<file path="src/rtl/fp_addsub_arbiter.sv">
// -----------------------------------------------------------------------------
// fp_addsub_arbiter
//
// Purpose:
//   Shares one combinational FP adder/subtractor among NUM_REQ requesters.
//   A round-robin arbiter grants one requester at a time. The granted operands
//   are held in registers that drive the unit for the whole operation. After
//   LAT cycles the result and flags are registered into a single-entry
//   response buffer tagged with the requester id. A sticky exception-flag
//   register accrues every captured flag set. It is the accrued-flags source
//   for the FPU status CSR.
//
// Ports:
//   clk, rst_n              clock, asynchronous active-low reset
//   req_valid/req_ready     per-requester handshake (req_ready is one-hot)
//   req_a, req_b            64-bit operands, slice i = bits 64i+63:64i
//   req_sub, req_dp         per-requester subtract / double-precision select
//   req_rm                  3-bit rounding mode per requester
//   fu_*  (out)             operand/control registers feeding the unit
//   fu_result, fu_flags     unit outputs, flags = {invalid, overflow,
//                           underflow, inexact}
//   rsp_valid/rsp_ready     response handshake
//   rsp_id, rsp_result,     registered response, stable until accepted
//   rsp_flags
//   sticky_flags            accrued OR of all captured flags
//   flags_clr               synchronous clear of sticky_flags
//   busy                    high whenever an operation or response is pending
// -----------------------------------------------------------------------------
module fp_addsub_arbiter #(
  parameter int NUM_REQ = 4,
  parameter int LAT     = 2,
  parameter int ID_W    = $clog2(NUM_REQ)
) (
  input  logic                   clk,
  input  logic                   rst_n,

  input  logic [NUM_REQ-1:0]     req_valid,
  output logic [NUM_REQ-1:0]     req_ready,
  input  logic [NUM_REQ*64-1:0]  req_a,
  input  logic [NUM_REQ*64-1:0]  req_b,
  input  logic [NUM_REQ-1:0]     req_sub,
  input  logic [NUM_REQ-1:0]     req_dp,
  input  logic [NUM_REQ*3-1:0]   req_rm,

  output logic [63:0]            fu_operand_a,
  output logic [63:0]            fu_operand_b,
  output logic                   fu_is_subtraction,
  output logic                   fu_is_double_precision,
  output logic [2:0]             fu_rounding_mode,
  input  logic [63:0]            fu_result,
  input  logic [3:0]             fu_flags,

  output logic                   rsp_valid,
  input  logic                   rsp_ready,
  output logic [ID_W-1:0]        rsp_id,
  output logic [63:0]            rsp_result,
  output logic [3:0]             rsp_flags,

  output logic [3:0]             sticky_flags,
  input  logic                   flags_clr,
  output logic                   busy
);

  // One extra bit so rr_ptr + k cannot wrap before the modulo correction.
  localparam int SCAN_W = ID_W + 1;

  typedef enum logic [1:0] {
    S_IDLE,
    S_EXEC,
    S_RESP
  } state_e;

  state_e            state_q, state_d;
  logic [ID_W-1:0]   rr_ptr_q, rr_ptr_d;
  logic [3:0]        cnt_q, cnt_d;
  logic [ID_W-1:0]   id_q, id_d;

  logic [63:0]       opa_q, opa_d;
  logic [63:0]       opb_q, opb_d;
  logic              sub_q, sub_d;
  logic              dp_q, dp_d;
  logic [2:0]        rm_q, rm_d;

  logic [63:0]       res_q, res_d;
  logic [3:0]        flg_q, flg_d;
  logic [ID_W-1:0]   rid_q, rid_d;
  logic [3:0]        sticky_q, sticky_d;

  logic              gnt_found;
  logic [ID_W-1:0]   gnt_idx;
  logic [SCAN_W-1:0] scan_idx;
  logic              capture;

  // Per-requester views of the flattened request buses.
  logic [63:0] a_slice  [NUM_REQ];
  logic [63:0] b_slice  [NUM_REQ];
  logic [2:0]  rm_slice [NUM_REQ];

  for (genvar i = 0; i < NUM_REQ; i++) begin : g_slice
    assign a_slice[i]  = req_a[64*i +: 64];
    assign b_slice[i]  = req_b[64*i +: 64];
    assign rm_slice[i] = req_rm[3*i +: 3];
  end

  // Round-robin pick: first valid index scanning from rr_ptr upward, wrapping
  // at NUM_REQ (which need not be a power of two).
  always_comb begin
    gnt_found = 1'b0;
    gnt_idx   = '0;
    scan_idx  = '0;
    for (int k = 0; k < NUM_REQ; k++) begin
      scan_idx = {1'b0, rr_ptr_q} + SCAN_W'(k);
      if (scan_idx >= SCAN_W'(NUM_REQ)) begin
        scan_idx = scan_idx - SCAN_W'(NUM_REQ);
      end
      if (!gnt_found && req_valid[scan_idx[ID_W-1:0]]) begin
        gnt_found = 1'b1;
        gnt_idx   = scan_idx[ID_W-1:0];
      end
    end
  end

  // The result is sampled on the last EXEC cycle, once the unit has had LAT
  // cycles to settle.
  assign capture = (state_q == S_EXEC) && (cnt_q == 4'd0);

  always_comb begin
    state_d   = state_q;
    rr_ptr_d  = rr_ptr_q;
    cnt_d     = cnt_q;
    id_d      = id_q;
    opa_d     = opa_q;
    opb_d     = opb_q;
    sub_d     = sub_q;
    dp_d      = dp_q;
    rm_d      = rm_q;
    res_d     = res_q;
    flg_d     = flg_q;
    rid_d     = rid_q;
    req_ready = '0;

    unique case (state_q)
      S_IDLE: begin
        // Gated by rst_n so no grant is shown while reset is held.
        if (gnt_found && rst_n) begin
          req_ready[gnt_idx] = 1'b1;
          opa_d    = a_slice[gnt_idx];
          opb_d    = b_slice[gnt_idx];
          sub_d    = req_sub[gnt_idx];
          dp_d     = req_dp[gnt_idx];
          rm_d     = rm_slice[gnt_idx];
          id_d     = gnt_idx;
          rr_ptr_d = (gnt_idx == ID_W'(NUM_REQ - 1)) ? '0 : gnt_idx + ID_W'(1);
          cnt_d    = 4'(LAT - 1);
          state_d  = S_EXEC;
        end
      end

      S_EXEC: begin
        if (cnt_q != 4'd0) begin
          cnt_d = cnt_q - 4'd1;
        end else begin
          res_d   = fu_result;
          flg_d   = fu_flags;
          rid_d   = id_q;
          state_d = S_RESP;
        end
      end

      S_RESP: begin
        // Return to IDLE only; arbitration resumes on the following cycle.
        if (rsp_ready) begin
          state_d = S_IDLE;
        end
      end

      default: begin
        state_d = S_IDLE;
      end
    endcase
  end

  // A clear in the capture cycle wipes the old accrued bits but keeps the
  // flags of the operation completing in that cycle.
  always_comb begin
    sticky_d = sticky_q;
    if (flags_clr) begin
      sticky_d = '0;
    end
    if (capture) begin
      sticky_d = sticky_d | fu_flags;
    end
  end

  always_ff @(posedge clk or negedge rst_n) begin
    if (!rst_n) begin
      state_q  <= S_IDLE;
      rr_ptr_q <= '0;
      cnt_q    <= '0;
      id_q     <= '0;
      opa_q    <= '0;
      opb_q    <= '0;
      sub_q    <= 1'b0;
      dp_q     <= 1'b0;
      rm_q     <= '0;
      res_q    <= '0;
      flg_q    <= '0;
      rid_q    <= '0;
      sticky_q <= '0;
    end else begin
      state_q  <= state_d;
      rr_ptr_q <= rr_ptr_d;
      cnt_q    <= cnt_d;
      id_q     <= id_d;
      opa_q    <= opa_d;
      opb_q    <= opb_d;
      sub_q    <= sub_d;
      dp_q     <= dp_d;
      rm_q     <= rm_d;
      res_q    <= res_d;
      flg_q    <= flg_d;
      rid_q    <= rid_d;
      sticky_q <= sticky_d;
    end
  end

  assign fu_operand_a           = opa_q;
  assign fu_operand_b           = opb_q;
  assign fu_is_subtraction      = sub_q;
  assign fu_is_double_precision = dp_q;
  assign fu_rounding_mode       = rm_q;

  assign rsp_valid    = (state_q == S_RESP);
  assign rsp_id       = rid_q;
  assign rsp_result   = res_q;
  assign rsp_flags    = flg_q;
  assign sticky_flags = sticky_q;
  assign busy         = (state_q != S_IDLE);

endmodule

</file>
<file path="config.mk">
export PLATFORM = sky130hd
export DESIGN_NAME = fp_addsub_arbiter
export DESIGN_NICKNAME = d
export VERILOG_FILES = /design/src/rtl/fp_addsub_arbiter.sv
export SDC_FILE = /design/constraint.sdc
export NUM_CORES = 1
export LEC_CHECK = 0
export BUFFER_PORTS_ARGS = -buffer_cell sky130_fd_sc_hd__buf_2
export CAP_MARGIN = 5
export CORE_AREA = 2 2 316 318
export CTS_CLUSTER_SIZE = 28
export DETAILED_ROUTE_END_ITERATION = 12
export DIE_AREA = 0 0 318 320
export HOLD_SLACK_MARGIN = 0.05
export PLACE_DENSITY_LB_ADDON = 0.2
export SYNTH_ARGS = -nofsm -noshare
export SYNTH_HDL_FRONTEND = slang
export SYNTH_SLANG_ARGS = --single-unit
export TNS_END_PERCENT = 20
</file>
<file path="constraint.sdc">
create_clock -name clk -period 2.67 [get_ports clk]
set_clock_uncertainty 0.1 [all_clocks]
set_input_delay 0.534 -clock clk [delete_from_list [all_inputs] [get_ports clk]]
set_output_delay 0.534 -clock clk [all_outputs]
set_load 0.02 [all_outputs]
</file>
==> flow_summary.json <==
{
  "yosysMostFrequentCell": "nand2_1",
  "grt_pass1_wl_um": 83190,
  "maxCapViolCount": 0,
  "cp_num_buf_inv": 2,
  "synth_cell_type_count": 33,
  "r2r-start": "rr_ptr_q[1]",
  "nets": 2630,
  "vdd_drop_max_mv": 0.4571,
  "first_iter_violations": 359,
  "syn_to_final_growth_pct": 65.49,
  "hold_path.class": "primary input to register",
  "syn_area_um2": 11860,
  "track_usage": 0.1056,
  "antenna_found_initial": 4,
  "hpwl_um": 44830,
  "path_cells": "mux2_4 > o221ai_4 > inv_2 > ha_4 > and2_4 > buf_6",
  "cts.htree.levels": 1,
  "cp.arrival_ns": 2.14,
  "vias": 12350,
  "vias_per_cell": 3.706,
  "status": "complete, but fails checks",
  "slew_headroom": 0.4746,
  "detail-route-antenna-nets": 0,
  "placementRows": 115,
  "synthFlopType": "dfrtp_1",
  "startpoint": "rr_ptr_q[1]",
  "drt-pass1-iter-count": 4,
  "synth_area_leaders": "dfrtp_1, mux2i_1, nand2_1",
  "port-buffer-count": 820,
  "cp.depth": 6,
  "initial_core_util": 0.1210,
  "clock_latency_ns": 0.61,
  "fmax_mhz": 360.0,
  "violations": "setup timing",
  "crit_type": "register to primary output",
  "yosys-top-cells-count": "nand2_1, mux2i_1, dfrtp_1",
  "yosysTopAreaCellShare": 0.4578,
  "syn-num-nets": 1729,
  "pin_count": 821,
  "place_area_um2": 17770,
  "syn_avg_cell_area_um2": 10.61,
  "pre_cts_slack_ns": -0.2958,
  "yosys_warnings": 0,
  "tightest_slew_ns": 0.7881,
  "yosys_register_bits": 217,
  "wire_per_inst_um": 16.97,
  "synth_edf_count": 0,
  "setup-violations-final": 4,
  "die-width_um": 318,
  "crit_fanout": 5,
  "drv_slew": 0,
  "fin_crit_ns": 2.778,
  "clock-sinks": 217,
  "grt_pass1_vias": 13460,
  "yosysSeqAreaShare": 0.4578,
  "die_y_um": 320,
  "drc": 0,
  "clk_pin_slew_ns": 0.06,
  "p_leak_nw": 10.56,
  "final_core_util": 0.2003,
  "die_area_um2": 101800,
  "fin_crit_sh": 1.040,
  "endpoint": "req_ready[3]",
  "hold_violations": 0,
  "holdWs_ns": 0.1002,
  "core_area_um2": 97990,
  "timing.rr.end": "fu_operand_b[48]",
  "crit_family": "flip-flops",
  "tritoncts": "yes",
  "max_stage_delay_ns": 0.44,
  "layout-drive-gt1-share": 0.4949,
  "routed_wl_um": 56530,
  "cts_buffers": 30,
  "crit_path_start_kind": "register",
  "powerDensity_nw_per_um2": 1044,
  "clock_path_buffers": 3,
  "grt_start_max_net_pins": 91,
  "rrSetupSlack_ns": 0.12,
  "synthArstFlopShare": 1.000,
  "post-synth-top-area-cell": "dfrtp_1",
  "rsz0062_at_grt": "true",
  "overflow": 0,
  "syn_inst": 1118,
  "cp_slowest_cell": "dfrtp_2",
  "routabilityCongestion": 0.9056,
  "fin_area_um2": 19630,
  "required_ns": 2.04,
  "crit_path_end_kind": "primary output",
  "power_mw": 20.49,
  "reg2regPathDepth": 7,
  "worst_slack_ns": -0.1075,
  "clockRootBuffer": "clkbuf_16"
}
repair_timing:
action                                  4_1_cts  5_1_grt
gates cloned                                  0        0
pin swaps                                     5        2
endpoints found under the setup margin        4        5
endpoints found under the hold margin       214        0
hold buffers                                 69        0
resized for setup                            20        0
setup buffers                                 5        0
power breakdown:
group          internal, mW  leakage (nW)  switching (mW)  total (mW)
registers              4.87          2.70           0.903        5.77
clock network          2.64         0.532            1.68        4.32
logic                  4.06          7.32            6.34        10.4
total                  11.6          10.6            8.91        20.5
routing by layer:
metal  GRT usage  vias to the layer above  share of wire
met5           0                        -        0.00044
met4     0.04074                        4          0.033
met3     0.02799                       72          0.072
met2      0.1932                      500           0.52
met1      0.1157                     5938           0.38
li1            -                     5835              -
metrics by stage:
stage	instances	TNS (ns)
floorplan	1118	0
global placement	3201	-0.2697
detailed placement	3201	-0.2958
CTS	3330	-0.7073
global route	3332	-0.8307
finish	3332	-0.3005
flip-flops by register name, indices dropped and copies added, names as in the netlist:
signal and count:
cnt_q 4, fu_is_double_precision 1, fu_is_subtraction 1, fu_operand_a 64, fu_operand_b 64, fu_rounding_mode 3, id_q 2, rr_ptr_q 2
rsp_flags 4, rsp_id 2, rsp_result 64, state_q 2, sticky_flags 4
how the worst min path moves through the flow:
stage | from | to | slack [ns] | cells after the start
after floorplan | rst_n | cnt_q[0] | 0.14 | 0
after global placement | id_q[0] | rsp_id[0] | 0.35 | 2
after detailed placement | id_q[0] | rsp_id[0] | 0.35 | 2
after CTS | fu_result[22] | rsp_result[22] | 0.07 | 3
after global routing | fu_result[22] | rsp_result[22] | 0.08 | 3
final | fu_result[22] | rsp_result[22] | 0.10 | 3
cell usage in the layout (no fill, tap or decap), drive strengths merged, types with 2 or more instances in the layout:
master	n
nand2	353
mux2i	267
dlygate4sd3	69
o221ai	134
diode	2
o21ai	8
bufinv	3
inv	12
clkbuf	43
nor2	8
nor2b	2
and3	2
nand2b	3
or3	2
ha	3
buf	890
clkinv	9
dfrtp	217
xor2	2
a21oi	2
or3b	2
nand3	4
kinds of logic after synthesis:
kind of cell / Yosys count / share of synthesized area
simple gates: 379 / 0.1241
mux: 268 / 0.2263
flops: 217 / 0.4578
compound gates: 147 / 0.1325
buf+inv: 102 / 0.05475
fa+ha+maj: 3 / 0.003165
xor+xnor: 2 / 0.001477
final cells by class:
class,instances,area (um^2)
multi-input combinational,799,5868
antenna,2,5.005
fill,10880,78360
sequential,217,5431
clock inverter,13,157.7
clock buffer,43,909.6
timing repair buffer,959,5602
tap,1287,1610
inverter,12,45.04
worst register-to-register path: cells and delay by family, from the launching register on:
family                 cells  cell delay, ns
multiplexers               2            0.60
buffers and inverters      3            0.86
flip-flops                 1            0.44
AO/OA/AOI/OAI              2            0.40
No activity file was read; power rests on OpenSTA's default activity.
